## src/rtl/uart_tx_feeder.sv

```systemverilog
// uart_tx_feeder: byte FIFO, baud strobe and send/done sequencer in front of a UART transmitter.
// Define UART_TX_FEEDER_OVF_EN to add the sticky overflow flag (ovf) and its clear input (ovf_clr).
module uart_tx_feeder #(
    parameter int DEPTH_LOG2 = 4,
    parameter int BAUD_DIV   = 16
) (
    input  logic                ref_clk,
    input  logic                rst,
    input  logic [7:0]          wr_data,
    input  logic                wr_valid,
    output logic                wr_ready,
    output logic [DEPTH_LOG2:0] level,
    output logic                bit_clk,
    output logic                tx_send,
    output logic [0:7]          tx_data,
    input  logic                tx_done,
`ifdef UART_TX_FEEDER_OVF_EN
    output logic                ovf,
    input  logic                ovf_clr,
`endif
    output logic                busy
);

    localparam int DEPTH = 1 << DEPTH_LOG2;
    localparam int DIV_W = (BAUD_DIV > 1) ? $clog2(BAUD_DIV) : 1;
    localparam logic [DIV_W-1:0]    DIV_LAST = DIV_W'(BAUD_DIV - 1);
    localparam logic [DEPTH_LOG2:0] FULL     = (DEPTH_LOG2 + 1)'(DEPTH);

    typedef enum logic [1:0] {
        IDLE,
        SEND,
        GAP
    } state_t;

    logic [7:0]            mem [DEPTH];
    logic [DEPTH_LOG2-1:0] wr_ptr;
    logic [DEPTH_LOG2-1:0] rd_ptr;
    logic [DEPTH_LOG2:0]   count;
    logic [DIV_W-1:0]      div;
    logic [0:7]            head;
    state_t                state;
    logic                  do_wr;
    logic                  do_pop;

    assign wr_ready = (count != FULL);
    assign do_wr    = wr_valid && wr_ready;
    assign do_pop   = (state == IDLE) && (count != '0);
    assign level    = count;
    assign busy     = (state != IDLE) || (count != '0);

    // NOTE: state registers use non-blocking assignments so every block sees pre-edge values.
    always_ff @(posedge ref_clk) begin
        if (rst) begin
            div     <= '0;
            bit_clk <= 1'b0;
        end else begin
            bit_clk <= (div == DIV_LAST);
            div     <= (div == DIV_LAST) ? '0 : div + 1'b1;
        end
    end

    // NOTE: the storage array is deliberately not reset; a slot is only read after it was written.
    always_ff @(posedge ref_clk) begin
        if (do_wr) begin
            mem[wr_ptr] <= wr_data;
        end
    end

    // NOTE: every bit of head is assigned on every evaluation, so no latch is inferred.
    always_comb begin
        for (int i = 0; i < 8; i++) begin
            head[i] = mem[rd_ptr][i];
        end
    end

    // Pointers wrap naturally at DEPTH_LOG2 bits; count tracks occupancy 0..DEPTH.
    always_ff @(posedge ref_clk) begin
        if (rst) begin
            wr_ptr <= '0;
            rd_ptr <= '0;
            count  <= '0;
        end else begin
            if (do_wr) begin
                wr_ptr <= wr_ptr + 1'b1;
            end
            if (do_pop) begin
                rd_ptr <= rd_ptr + 1'b1;
            end
            case ({do_wr, do_pop})
                2'b10:   count <= count + 1'b1;
                2'b01:   count <= count - 1'b1;
                default: count <= count;
            endcase
        end
    end

    // GAP holds send low for one cycle so the transmitter can clear done before the next byte.
    always_ff @(posedge ref_clk) begin
        if (rst) begin
            state   <= IDLE;
            tx_send <= 1'b0;
            tx_data <= '0;
        end else begin
            case (state)
                IDLE: begin
                    if (do_pop) begin
                        tx_data <= head;
                        tx_send <= 1'b1;
                        state   <= SEND;
                    end
                end
                SEND: begin
                    if (tx_done) begin
                        tx_send <= 1'b0;
                        state   <= GAP;
                    end
                end
                GAP: begin
                    state <= IDLE;
                end
                default: begin
                    tx_send <= 1'b0;
                    state   <= IDLE;
                end
            endcase
        end
    end

`ifdef UART_TX_FEEDER_OVF_EN
    always_ff @(posedge ref_clk) begin
        if (rst) begin
            ovf <= 1'b0;
        end else if (wr_valid && !wr_ready) begin
            ovf <= 1'b1;
        end else if (ovf_clr) begin
            ovf <= 1'b0;
        end
    end
`endif

endmodule

```

## config.mk

```make
export PLATFORM = sky130hd
export DESIGN_NAME = uart_tx_feeder
export DESIGN_NICKNAME = d
export VERILOG_FILES = /design/src/rtl/uart_tx_feeder.sv
export SDC_FILE = /design/constraint.sdc
export NUM_CORES = 1
export LEC_CHECK = 0
export CORE_MARGIN = 3
export CORE_UTILIZATION = 60
export CTS_CLUSTER_DIAMETER = 200
export CTS_CLUSTER_SIZE = 8
export DETAILED_ROUTE_END_ITERATION = 8
export PLACE_DENSITY = 0.85
export SLEW_MARGIN = 10
export SYNTH_ARGS = -nofsm -noshare
export SYNTH_HDL_FRONTEND = slang
export SYNTH_SLANG_ARGS = --single-unit
```

## constraint.sdc

```tcl
create_clock -name ref_clk -period 7.5 [get_ports ref_clk]
set_input_delay 1.5 -clock ref_clk [delete_from_list [all_inputs] [get_ports ref_clk]]
set_output_delay 1.5 -clock ref_clk [all_outputs]
set_load 0.01 [all_outputs]
```

==> results of run 1 <==
[flip-flops by register name (all words and copies together) (netlist names)]
signal and cells:
mem 128, wr_ptr 4, state 2, tx_data 8, bit_clk 1, rd_ptr 4
level 5, div 4, tx_send 1
[cell type report]
class                   count  area (um^2)
flip-flops and latches    157         4430
fillers                   621         2710
clock inverters            13          190
well taps                 133          166
repair buffers             31          303
inverters                   6         22.5
multi-input cells         212         1760
clock buffers              19          432
[power breakdown]
part	total, uW	internal [uW]	switching (uW)	leakage (uW)
combinational	517	232	285	0.000654
sequential	1050	1000	52.5	0.00139
clock	881	552	329	0.000296
[logic make-up (layout without fill, tap and decap cells)]
logic type / after synthesis / count (layout)
xor+xnor: 10 / 10
compound gates: 54 / 54
buf+inv: 27 / 69
flops: 157 / 157
mux: 53 / 53
simple gates: 86 / 86
fa+ha+maj: 9 / 9
[synthesized netlist by cell type, types with 3 or more instances]
| library cell | number | area [um^2] |
|---|---|---|
| o21ai_0 | 3 | 15.0 |
| a211oi_1 | 8 | 60.1 |
| mux2i_1 | 35 | 350 |
| edfxtp_1 | 128 | 3840 |
| and3_1 | 3 | 18.8 |
| a21oi_1 | 7 | 35.0 |
| mux4_2 | 16 | 360 |
| buf_2 | 9 | 45.0 |
| ha_1 | 9 | 113 |
| buf_6 | 3 | 33.8 |
| nor3_1 | 8 | 40.0 |
| nor2b_1 | 6 | 37.5 |
| dfxtp_1 | 29 | 581 |
| nand2_1 | 16 | 60.1 |
| nor2_1 | 35 | 131 |
| buf_1 | 4 | 15.0 |
| nand2b_1 | 4 | 25.0 |
| xnor2_1 | 3 | 26.3 |
| inv_1 | 6 | 22.5 |
| a311oi_1 | 7 | 61.3 |
| nand3_1 | 4 | 20.0 |
| o211ai_1 | 3 | 22.5 |
| xor2_1 | 7 | 61.3 |
| o22ai_1 | 16 | 100 |
[layout by cell type, fill, tap and decap left out, types with 8 or more instances in the layout]
cell	instances
clkbuf_16	16
nand2_1	16
nor2_1	35
ha_1	9
nor3_1	8
mux2i_1	35
dfxtp_1	28
edfxtp_1	128
o22ai_1	16
mux4_2	16
clkdlybuf4s50_1	28
a211oi_1	8
[per-layer routing]
layer,vias to the layer above,global-route usage (%),share of wire (%)
li1,1601,-,-
met1,1728,31.3,41
met2,141,36.2,49
met3,24,6.39,7.2
met4,0,9.11,2.2
met5,-,0,0
[path summary, 6_finish.rpt]
kind         slack, ns                     to             startpoint
max               3.85  level[4]$_SDFFE_PP0P_               wr_valid
min               0.47  state[1]$_SDFFE_PP0P_  state[1]$_SDFFE_PP0P_
max reg2reg       4.19  level[4]$_SDFFE_PP0P_  level[4]$_SDFFE_PP0P_
min reg2reg       0.47  state[1]$_SDFFE_PP0P_  state[1]$_SDFFE_PP0P_
[metrics by stage]
stage / util [%] / instance area, um^2 / instances / worst slack, ns
final: 72.9 / 7290 / 571 / 3.85
after CTS: 72.9 / 7290 / 571 / 3.89
after floorplan: - / 6320 / 396 / 4.14
after global placement: 66.7 / 6670 / 539 / 3.42
after detailed placement: 66.7 / 6670 / 539 / 3.33
after global routing: 72.9 / 7290 / 571 / 3.72
==> flow_metrics.tcl, run 1 <==
set metrics [dict create \
    status "finished, final reports clean" \
    fin_crit_ns 3.65 \
    synthSimpleGateAreaFrac_pct 6.73 \
    cts.sinks 157 \
    syn_area_um2 6320 \
    crit_chain "clkdlybuf4s50_1 > a21boi_2 > inv_1 > ha_1 > xor2_1 > ha_1 > nor4_1 > nand2_1 > a31oi_1 > mux2_2" \
    syn_avg_cell_area_um2 16.0 \
    row_count 36 \
    ir_worst_vdd_mv 0.233 \
    antenna_found_initial 0 \
    gp_congestion 0.825 \
    synthMuxAreaShare_pct 11.6 \
    tns_ns 0 \
    clk_pin_slew_ns 0.06 \
    grt_pass1_vias 3409 \
    drt_iter0_drc 308 \
    clk_latency_ns 0.52 \
    relSlewSlack_pct 20.6 \
    cts_tree "yes" \
    skew_ns 0.00587 \
    die_h_um 109 \
    holdWs_ns 0.467 \
    drt-total-wl_um 12300 \
    crit_top_cell "ha_1" \
    drtAntennaViolNets 0 \
    cp_top_family "buffers and inverters" \
    grt_pass1_wl_um 19400 \
    hold_buffers 0 \
    min_path_type "register to register" \
    ys_seq_elements 157 \
    worst_r2r_path_depth 9 \
    synth-main-ff-cell "edfxtp_1" \
    p_leak_uw 0.00235 \
    num_antenna_cells 0 \
    synthDistinctLibCells 45 \
    dp_hpwl_um 7930 \
    finalPower_uw 2450 \
    portBuffers 28 \
    synth_edf_count 128 \
    cts_buffers 17 \
    synthCells 396 \
    die_x_um 109 \
    synthXorXnorAreaFrac_pct 1.39 \
    ioPinCount 29 \
    whs_path_depth 1 \
    viasPerCell 6.12 \
    clk_path_buf_depth 2 \
    grt_max_degree 35 \
    core-area_um2 10000 \
    min_period_over_period_pct 48.6 \
    tightest_slew_ns 1.18 \
    cts_root_buffer "clkbuf_8" \
    cpPeakStageDelay_ns 0.54 \
    cp_num_buf_inv 2 \
    cts-resized-gates 0 \
    crit_required_ns 7.91 \
    crit_path_start_kind "input pin" \
    cp-end-kind "register" \
    dr.pass1.iters 5 \
    area_growth_syn_to_layout_pct 15.4 \
    grt_usage_pct 23.2 \
    setup_viol 0 \
    detailroute.via_count 3494 \
    synth_top_family_by_area "multiplexers" \
    async_flop_share_pct 0 \
    critPathSlowestCell "clkdlybuf4s50_1" \
    ys_warn_count 0 \
    synth_adder_area_share_pct 1.78 \
    rsz0062_at_grt "no" \
    wire_per_inst_um 21.6 \
    arrival_ns 4.06 \
    path_max_fanout 9 \
    ctsHtreeMaxLevel 4 \
    dieArea_um2 11800 \
    syn-num-nets 417 \
    nets 446 \
    slew_violations 0 \
    p_per_area_nw_per_um2 336 \
    worstSetupPathType "input pin to register" \
    crit_cells 10 \
    fmax_mhz 274 \
    start_util_pct 63.2 \
    drive_above_1_share_pct 13.5 \
    synth_compound_area_share_pct 6.27 \
    ys_seq_area_share_pct 70.0 \
    drv_cap 0 \
    finalHoldViolations 0 \
    overflow 0 \
    cts_setup_buffers 0 \
    drc_errors 0 \
]
(Power assumes the default switching activity.)
==> inputs of run 2 (changes only) <==
==> constraint.sdc (replaced) <==
create_clock -name ref_clk -period 3.5 [get_ports ref_clk]
set_input_delay 0.7 -clock ref_clk [delete_from_list [all_inputs] [get_ports ref_clk]]
set_output_delay 0.7 -clock ref_clk [all_outputs]
set_load 0.01 [all_outputs]
==> run 2 against run 1 <==
Net effect:
- core utilization up 0.14 points
- first-iteration DRC count down 2.3%
- count of clock-buffer cells in the layout unchanged
- clock power up 96%
- sequential share of layout area down 0.11 points
- die area unchanged
- worst hold slack worse by 0.0063 ns
- critical path type is now register to register
==> flow_metrics.tcl, run 2 (synthesis results as in run 1) <==
set metrics [dict create \
    drc_errors 0 \
    worst_slack_ns 0.711 \
    clk_path_buf_depth 2 \
    skew_ns 0.00563 \
    drt-met1-wl_um 5270 \
    dp_hpwl_um 8150 \
    p_int_uw 3680 \
    grt_max_degree 38 \
    ir_worst_vdd_mv 0.423 \
    seqPwrFrac_pct 44.1 \
    relSlewSlack_pct 46.1 \
    cts_tree "yes" \
    tightest_slew_ns 0.805 \
    die_x_um 109 \
    gp_congestion 0.845 \
    cts-resized-gates 0 \
    n_fill_cell 618 \
    grt_usage_pct 23.6 \
    dr.pass1.iters 5 \
    rsz0062_at_grt "no" \
    ioPinCount 29 \
    fin_crit_ns 2.79 \
    crit_required_ns 3.92 \
    portBuffers 28 \
    pre_cts_ws_ns 0.334 \
    cts_buffers 17 \
    wire_per_inst_um 21.8 \
    dieArea_um2 11800 \
    rrSetupSlack_ns 0.71 \
    slew_violations 0 \
    top_layer_used "met4" \
    wl_met2_um 6270 \
    die_h_um 109 \
    setup_viol 0 \
    detailroute.via_count 3515 \
    largest-register "mem" \
    drt-total-wl_um 12600 \
    core-area_um2 10000 \
    crit_path_start_kind "register" \
    min_path_type "register to register" \
    antenna_found_initial 0 \
    cts.sinks 157 \
    min_period_over_period_pct 79.7 \
    final_cell_mix "edfxtp_1, nor2_1, mux2i_1" \
    nets 454 \
    p_leak_uw 0.00235 \
    drt_iter0_drc 301 \
    viasPerCell 6.07 \
    drv_cap 0 \
    drtAntennaViolNets 0 \
    row_count 36 \
    drive_above_1_share_pct 14.6 \
    grt_pass1_vias 3594 \
    area_growth_syn_to_layout_pct 15.6 \
    met3_length_um 881 \
    hold_buffers 0 \
    cts_setup_buffers 0 \
    switchingPower_uw 1470 \
    fmax_mhz 358 \
    finalHoldViolations 0 \
    layout_commonest_cell "edfxtp_1" \
    p_per_area_nw_per_um2 705 \
    worstSetupPathType "register to register" \
    num_antenna_cells 0 \
    grt_pass1_wl_um 20000 \
    clk_pin_slew_ns 0.06 \
    combPwrFrac_pct 22.3 \
    path_max_fanout 10 \
    ctsHtreeMaxLevel 4 \
    cts_root_buffer "clkbuf_8" \
    clock_power_share_pct 33.7 \
    netSwitchingFraction_pct 28.5 \
    overflow 0 \
    arrival_ns 3.21 \
    cp-end-kind "register" \
    status "finished, final reports clean" \
    tns_ns 0 \
    largest_reg_flops 128 \
    clk_latency_ns 0.53 \
    start_util_pct 63.2 \
]
[run 2: final timing paths]
path	endpoint	from	cells past startpoint
setup / recovery	level[4]$_SDFFE_PP0P_	level[1]$_SDFFE_PP0P_	10
hold / removal	state[0]$_SDFFE_PP0P_	state[1]$_SDFFE_PP0P_	1
setup reg to reg	level[4]$_SDFFE_PP0P_	level[1]$_SDFFE_PP0P_	10
hold reg to reg	state[0]$_SDFFE_PP0P_	state[1]$_SDFFE_PP0P_	1
[run 2: power by group through the flow]
stage	clock network, uW	registers [uW]	logic [uW]
floorplan	0	2280	772
global placement	0	2290	1090
detailed placement	0	2310	1130
CTS	1770	2270	1150
global route	1850	2280	1230
finish	1730	2270	1150
[run 2: cell type report]
| type | instances | area [um^2] | share of cell area, % |
|---|---|---|---|
| clock buffers | 19 | 422 | 5.77 |
| well taps | 133 | 166 | 2.28 |
| repair buffers | 39 | 375 | 5.14 |
| inverters | 6 | 22.5 | 0.308 |
| flip-flops and latches | 157 | 4430 | 60.6 |
| multi-input cells | 212 | 1760 | 24.0 |
| clock inverters | 13 | 141 | 1.93 |
[run 2: critical path, stage by stage (launching register included)]
cell and delay [ns]:
dfxtp_1 0.43, nor4_4 0.47, a21boi_2 0.13, inv_1 0.10, ha_1 0.34, xor2_1 0.19
ha_1 0.24, a21o_1 0.15, nand3_1 0.08, a31oi_1 0.20, mux2_2 0.35
[run 2: through the flow]
step | cell area, um^2 | cells | hold WS [ns] | power [uW] | util [%]
floorplan | 6320 | 396 | 0.439 | 3060 | -
global route | 7310 | 579 | 0.517 | 5360 | 73.1
finish | 7310 | 579 | 0.461 | 5150 | 73.1
CTS | 7310 | 579 | 0.464 | 5180 | 73.1
detailed placement | 6750 | 547 | 0.456 | 3440 | 67.5
global placement | 6750 | 547 | 0.454 | 3390 | 67.5
[run 2: metal layers]
layer  vias up  global-route usage (%)
met5         -                       0
met1      1756                    31.5
li1       1612                       -
met2       130                    37.5
met3        17                    7.22
met4         0                    8.21
